`config.mk`:
```
export PLATFORM = sky130hd
export DESIGN_NAME = acc_predecoder_dispatch
export DESIGN_NICKNAME = d
export VERILOG_FILES = /design/src/rtl/acc_pkg.sv /design/src/rtl/acc_credit_counter.sv /design/src/rtl/acc_predecoder_dispatch.sv
export SDC_FILE = /design/constraint.sdc
export NUM_CORES = 1
export LEC_CHECK = 0
export BUFFER_PORTS_ARGS = -buffer_cell sky130_fd_sc_hd__buf_4
export CORE_ASPECT_RATIO = 1.1
export CORE_UTILIZATION = 54
export CTS_CLUSTER_DIAMETER = 100
export DETAILED_ROUTE_END_ITERATION = 6
export PLACE_DENSITY = 0.91
export SYNTH_ARGS = -nofsm -noshare
export SYNTH_HDL_FRONTEND = slang
export SYNTH_HIERARCHICAL = 1
export SYNTH_SLANG_ARGS = --single-unit
```
`constraint.sdc`:
```
create_clock -name clk_i -period 2.9 [get_ports clk_i]
set_clock_uncertainty 0.15 [all_clocks]
set_input_delay 0.725 -clock clk_i [delete_from_list [all_inputs] [get_ports clk_i]]
set_output_delay 0.725 -clock clk_i [all_outputs]
set_load 0.05 [all_outputs]
```
`src/rtl/acc_pkg.sv`:
```
// Shared types and helpers for the accelerator offload predecoder/dispatcher.
package acc_pkg;

  typedef struct packed {
    logic       p_accept;
    logic [1:0] p_writeback;
    logic [2:0] p_use_rs;
  } acc_prd_rsp_t;

  typedef struct packed {
    logic [31:0]  data;
    logic [31:0]  mask;
    acc_prd_rsp_t prd_rsp;
  } offload_instr_t;

  typedef struct packed {
    offload_instr_t instr;
    logic [7:0]     acc_idx;
  } acc_offload_entry_t;

  function automatic int unsigned maxn(input int unsigned a, input int unsigned b);
    return (a > b) ? a : b;
  endfunction

  function automatic int unsigned sumn(input int unsigned a, input int unsigned b);
    return a + b;
  endfunction

endpackage

```
`src/rtl/acc_credit_counter.sv`:
```
// Per-accelerator outstanding-instruction credit counter with sticky overflow flag.
module acc_credit_counter
  import acc_pkg::*;
#(
  parameter int unsigned MaxOutstanding = 4
) (
  input  logic clk_i,
  input  logic rst_i,
  input  logic consume_i,
  input  logic return_i,
  output logic avail_o,
  output logic err_o
);

  localparam int unsigned CntW = $clog2(sumn(MaxOutstanding, 1));
  localparam logic [CntW-1:0] CntMax = CntW'(MaxOutstanding);

  logic [CntW-1:0] cnt_q, cnt_d;
  logic            err_q, err_d;

  always_comb begin
    cnt_d = cnt_q;
    err_d = err_q;
    if (consume_i && !return_i) begin
      if (cnt_q != '0) cnt_d = cnt_q - CntW'(1);
    end else if (return_i && !consume_i) begin
      if (cnt_q == CntMax) err_d = 1'b1;
      else                 cnt_d = cnt_q + CntW'(1);
    end
  end

  always_ff @(posedge clk_i or posedge rst_i) begin
    if (rst_i) begin
      cnt_q <= CntMax;
      err_q <= 1'b0;
    end else begin
      cnt_q <= cnt_d;
      err_q <= err_d;
    end
  end

  // Looks at the post-update count so a return this cycle can release a waiter next cycle.
  assign avail_o = (cnt_d != '0);
  assign err_o   = err_q;

endmodule

```
`src/rtl/acc_predecoder_dispatch.sv`:
```
// Offload predecoder: table match on the incoming instruction, then a credit-throttled
// single-entry response stage routing each accepted instruction to its accelerator.
module acc_predecoder_dispatch
  import acc_pkg::*;
#(
  parameter int unsigned NumAcc         = 4,
  parameter int unsigned NumEntries     = 8,
  parameter int unsigned MaxOutstanding = 4,
  parameter acc_offload_entry_t [NumEntries-1:0] InstrTable = '0,
  localparam int unsigned AccIdxW = maxn(1, $clog2(NumAcc))
) (
  input  logic               clk_i,
  input  logic               rst_i,
  input  logic               flush_i,
  input  logic               q_valid_i,
  output logic               q_ready_o,
  input  logic [31:0]        q_instr_data_i,
  output logic               p_valid_o,
  input  logic               p_ready_i,
  output acc_prd_rsp_t       p_rsp_o,
  output logic [AccIdxW-1:0] p_acc_idx_o,
  input  logic [NumAcc-1:0]  acc_done_i,
  output logic               credit_err_o
);

  localparam int unsigned AccSlots = 1 << AccIdxW;

  typedef enum logic [1:0] {S_IDLE, S_RESP, S_STALL} state_e;

  state_e              state_q;
  acc_prd_rsp_t        rsp_q;
  logic [AccIdxW-1:0]  acc_q;

  logic [NumEntries-1:0] match;
  acc_prd_rsp_t          dec_rsp;
  logic [AccIdxW-1:0]    dec_acc;
  logic [NumAcc-1:0]     avail, consume, cnt_err;
  logic [AccSlots-1:0]   avail_pad;
  logic                  q_hs, resp_fire, dec_go, held_go;

  for (genvar e = 0; e < NumEntries; e++) begin : g_match
    assign match[e] = (q_instr_data_i & InstrTable[e].instr.mask) == InstrTable[e].instr.data;
  end

  // Scan high to low so the lowest matching index is the one left standing.
  always_comb begin
    dec_rsp = '0;
    dec_acc = '0;
    for (int e = int'(NumEntries) - 1; e >= 0; e--) begin
      if (match[e]) begin
        dec_rsp = InstrTable[e].instr.prd_rsp;
        dec_acc = InstrTable[e].acc_idx[AccIdxW-1:0];
      end
    end
    if (!dec_rsp.p_accept) dec_acc = '0;
  end

  // Handshakes: a transfer happens on a cycle where valid & ready are both high; a producer
  // holding valid keeps its payload stable until that cycle. flush_i kills both sides.
  assign q_ready_o = !flush_i && ((state_q == S_IDLE) || ((state_q == S_RESP) && p_ready_i));
  assign q_hs      = q_valid_i && q_ready_o;
  assign resp_fire = (state_q == S_RESP) && p_ready_i && !flush_i;

  for (genvar a = 0; a < NumAcc; a++) begin : g_credit
    assign consume[a] = resp_fire && rsp_q.p_accept && (acc_q == AccIdxW'(a));
    acc_credit_counter #(
      .MaxOutstanding (MaxOutstanding)
    ) u_credit (
      .clk_i     (clk_i),
      .rst_i     (rst_i),
      .consume_i (consume[a]),
      .return_i  (acc_done_i[a]),
      .avail_o   (avail[a]),
      .err_o     (cnt_err[a])
    );
  end

  always_comb begin
    avail_pad             = '0;
    avail_pad[NumAcc-1:0] = avail;
  end

  assign dec_go  = !dec_rsp.p_accept || avail_pad[dec_acc];
  assign held_go = avail_pad[acc_q];

  always_ff @(posedge clk_i or posedge rst_i) begin
    if (rst_i) begin
      state_q <= S_IDLE;
      rsp_q   <= '0;
      acc_q   <= '0;
    end else if (flush_i) begin
      state_q <= S_IDLE;
      rsp_q   <= '0;
      acc_q   <= '0;
    end else if (q_hs) begin
      state_q <= dec_go ? S_RESP : S_STALL;
      rsp_q   <= dec_rsp;
      acc_q   <= dec_acc;
    end else begin
      case (state_q)
        S_RESP:  if (p_ready_i) state_q <= S_IDLE;
        S_STALL: if (held_go)   state_q <= S_RESP;
        default: ;
      endcase
    end
  end

  assign p_valid_o    = (state_q == S_RESP);
  assign p_rsp_o      = rsp_q;
  assign p_acc_idx_o  = acc_q;
  assign credit_err_o = |cnt_err;

endmodule

```
---- Word-level counts from Yosys, hierarchy flattened ----
Index checks and enable logic that the tools add are counted.
cells by class
  bitwise operators ....................... 4
  reduce and logical (&&, ||, !) cells .... 45
  magnitude comparators ................... 1
  equality and inequality tests ........... 11
  muxes and demuxes ....................... 27
  $add $sub $neg .......................... 8
operators with widths
  cell                 count
  $mux 3               16
  $reduce_bool 3->1    8
  $logic_and 1x1->1    17
  $reduce_and 3->1     5
  $add 3x1->3 const B  4
  $eq 3x3->1 const B   4
  $mux 2               6
  $mux 6               2
  $sub 3x1->3 const B  4
  $logic_not 1->1      9
  $eq 2x2->1 const B   3
  $eq 2x1->1 const B   2
  $logic_not 2->1      2
  $ne 4x2->1 const B   1
  $ne 4x4->1 const B   1
  $not 1->1            4
  $pmux 2 s2           1
  $reduce_bool 4->1    1
  $reduce_or 4->1      1
  $lt 2x3->1 const B   1
  $bmux 1 s2           1
  $reduce_bool 2->1    1
  $logic_or 1x1->1     1
  $mux 1               1
word-level totals
  bits of input ports ..................... 41
  bits in registers ....................... 26

---- Depth between registers and ports, before layout ----
  word-level depth ........................ 16
  depth in mapped cells ................... 6
  depth with buffers taken out ............ 6

---- By module ----
The synthesis kept the hierarchy.
by module, submodules not included
  module                   area an instance (µm²)  times used  cells each
  acc_credit_counter       335.3                   4           32
  acc_predecoder_dispatch  121.4                   1           16

---- Worst setup path after synthesis ----
Ideal clock, no wire load.
  path type ............................... input to output
  from .................................... input p_ready_i
  to ...................................... output q_ready_o
  arrival time ............................ 1,547 ps
  path slack .............................. 478 ps
  required time ........................... 2,025 ps
  stages .................................. 2
  cells stage by stage .................... nand2b_1 -> nor2b_1
on the way
  cells in the longest elaborated chain, start to end .. 3
RTL lines
  item                RTL line                       source
  start: declaration  acc_predecoder_dispatch.sv:19  input logic p_ready_i,
  $logic_and 1x1->1   acc_predecoder_dispatch.sv:60  assign q_ready_o = !flush_i && ((state_q == S_IDLE) || ((state_q == S_RESP) && p_ready_i));
  $logic_or 1x1->1    acc_predecoder_dispatch.sv:60
  $logic_and 1x1->1   acc_predecoder_dispatch.sv:60
  end: declaration    acc_predecoder_dispatch.sv:16  output logic q_ready_o,
Every way passes these cells.

---- Worst setup path in the final report ----
  from .................................... register g_credit[1].u_credit.err_q
  to ...................................... output credit_err_o
on the way
  cells in the longest elaborated chain, start to end .. 1
RTL lines
  item                      RTL line                        source
  start: declaration        acc_credit_counter.sv:19        logic err_q, err_d;
  start signal: assignment  acc_credit_counter.sv:38        err_q <= err_d;
  $reduce_or 4->1           acc_predecoder_dispatch.sv:111  assign credit_err_o = |cnt_err;
  end: declaration          acc_predecoder_dispatch.sv:23   output logic credit_err_o
Every way passes these cells.

==> impl_metrics.py <==
metrics = {
    "placed_design": {
        "gp_congestion": 0.7642,
        "io_buffers": 11,
        "hpwl_mm": 1.793,
        "dpl_cell_area_um2": 1379,
    },
    "clock_tree": {
        "numCtsBuffers": 3,
        "clk_path_buf_depth": 2,
        "h-tree-depth": 1,
        "root_buffer": "clkbuf_4",
        "clock_latency_ns": 0.29,
        "cts_sinks": 17,
        "cts.clk_slew.worst_paths_ns": 0.10,
        "ctsResizeCount": 0,
        "cts_tree": "yes",
        "postCtsSetupBuffers": 0,
        "hold_buffers": 0,
    },
    "cells_and_area": {
        "drive_gt1_share_pct": 23.33,
        "nNetsFinal": 204,
        "post-route-cell-area_um2": 1406,
        "num-fill-cells": 192,
        "diodes": 0,
        "syn_to_final_growth_pct": 2.836,
    },
    "critical_path": {
        "critPathMaxFanout": 2,
        "rrSetupSlack_ns": 1.42,
        "start_kind": "flop",
        "reg2reg_to": "g_credit[2].u_credit/cnt_q[2]$_DFF_PP1_",
        "cp.required_ns": 2.03,
        "crit_arrival_ns": 1.44,
        "crit_type": "reg -> out",
        "end_kind": "primary output",
        "r2r_start": "g_credit[2].u_credit/cnt_q[0]$_DFF_PP0_",
        "reg2reg_depth": 6,
    },
    "pwr": {
        "vdd_drop_max_mv": 0.5373,
        "power_density_nw_per_um2": 907.2,
        "power.leakage_nw": 0.6658,
    },
    "synthesis": {
        "yosys_warnings": 6,
        "syn_inst": 140,
        "syn_area_um2": 1368,
        "avgSynthCellArea_um2": 9.768,
    },
    "job": {
        "maxCapViolCount": 0,
    },
    "grt": {
        "grt_antenna_before_repair": 0,
        "grt_pass1_wl_mm": 3.746,
        "grt_pass1_vias": 914,
        "grt-ovfl-total": 0,
        "grt_max_degree": 11,
        "grtUsageTotal_pct": 18.49,
    },
    "route": {
        "antenna_left": 0,
        "routed_wl_mm": 2.228,
        "dr.pass1.iters": 4,
        "drt_iter0_drc": 11,
        "drc": 0,
        "drt-wirelength-per-cell_um": 12.38,
        "vias": 935,
        "viasPerCell": 5.194,
    },
    "floorplan": {
        "rows": 18,
        "num_io_pins": 52,
        "die_x_um": 49.98,
        "core_um2": 2320,
        "initial_core_util_pct": 58.95,
        "die_area_um2": 2738,
        "chipHeight_um": 54.78,
    },
    "min_path": {
        "hold_class": "in -> async",
    },
    "sta": {
        "hold_violations": 0,
        "finalCriticalPeriod_ns": 2.311,
        "final.setup.tns_ns": 0,
        "finalCritPeriodShare_pct": 79.68,
        "final_max_slew_viol_count": 0,
        "finalSetupViolCount": 0,
        "timing.fmax_mhz": 432.8,
        "rsz0062_at_grt": "false",
    },
    "outcome": {
        "status": "completed",
    },
}
cell usage in the layout (no fill, tap or decap), drive strengths merged, types with 5 or more instances in the layout:
master,instances
inv,18
dfrtp,13
conb,12
xnor2,12
nand2,12
ha,12
buf,11
nor2b,9
a21oi,9
nand2b,5
flip-flops by register name, summed over array words and instances (netlist names):
register                 cells
g_credit.u_credit/cnt_q     12
g_credit.u_credit/err_o      4
state_q                      1
area by class of cell:
class / count / area [um^2] / area share, %
Multi-Input combinational cell: 100 / 760.7 / 54.09
Clock inverter: 1 / 5.005 / 0.3559
Tap cell: 30 / 37.54 / 2.669
Sequential cell: 17 / 430.4 / 30.60
Clock buffer: 3 / 22.52 / 1.601
Inverter: 18 / 67.56 / 4.804
Timing Repair Buffer: 11 / 82.58 / 5.872
per-layer routing:
metal	track usage [%]	vias up	part of all wire [%]
met4	9.048	0	1.2
met5	0	-	0
met2	36.00	23	53
li1	-	465	-
met1	20.31	443	43
met3	1.667	4	2.1
worst max-delay path by stage:
| stage | start | end | slack (ns) | cells past startpoint |
|---|---|---|---|---|
| after floorplan | p_ready_i | q_ready_o | 0.48 | 2 |
| after global placement | p_ready_i | q_ready_o | 0.75 | 4 |
| after detailed placement | p_ready_i | q_ready_o | 0.73 | 4 |
| after CTS | g_credit[1].u_credit/err_o$_DFFE_PP0P_ | credit_err_o | 0.59 | 2 |
| after global routing | g_credit[1].u_credit/err_o$_DFFE_PP0P_ | credit_err_o | 0.56 | 2 |
| final | g_credit[1].u_credit/err_o$_DFFE_PP0P_ | credit_err_o | 0.59 | 2 |
power breakdown:
| part | internal, W | switching (W) | leakage [nW] | total (W) |
|---|---|---|---|---|
| Combinational | 0.000328 | 0.000345 | 0.459 | 0.000673 |
| Clock | 0.0000513 | 0.0000739 | 0.0177 | 0.000125 |
| Sequential | 0.000376 | 0.000102 | 0.189 | 0.000478 |
worst max-delay path, stage by stage (launching register included):
cell	delay [ns]
dfrtp_1	0.38
or4_1	0.55
buf_4	0.21
per-stage QoR:
stage / utilization (%) / hold slack, ns / setup slack (ns) / power, W / instances
floorplan: - / 0.2826 / 0.4777 / 0.001031 / 151
global placement: 59.44 / 0.3027 / 0.7541 / 0.001086 / 176
detailed placement: 59.44 / 0.3024 / 0.7276 / 0.001152 / 176
CTS: 60.63 / 0.1263 / 0.5889 / 0.001281 / 180
global route: 60.63 / 0.1335 / 0.5555 / 0.001390 / 180
finish: 60.63 / 0.1368 / 0.5893 / 0.001276 / 180
No activity file was read; power rests on OpenSTA's default activity.
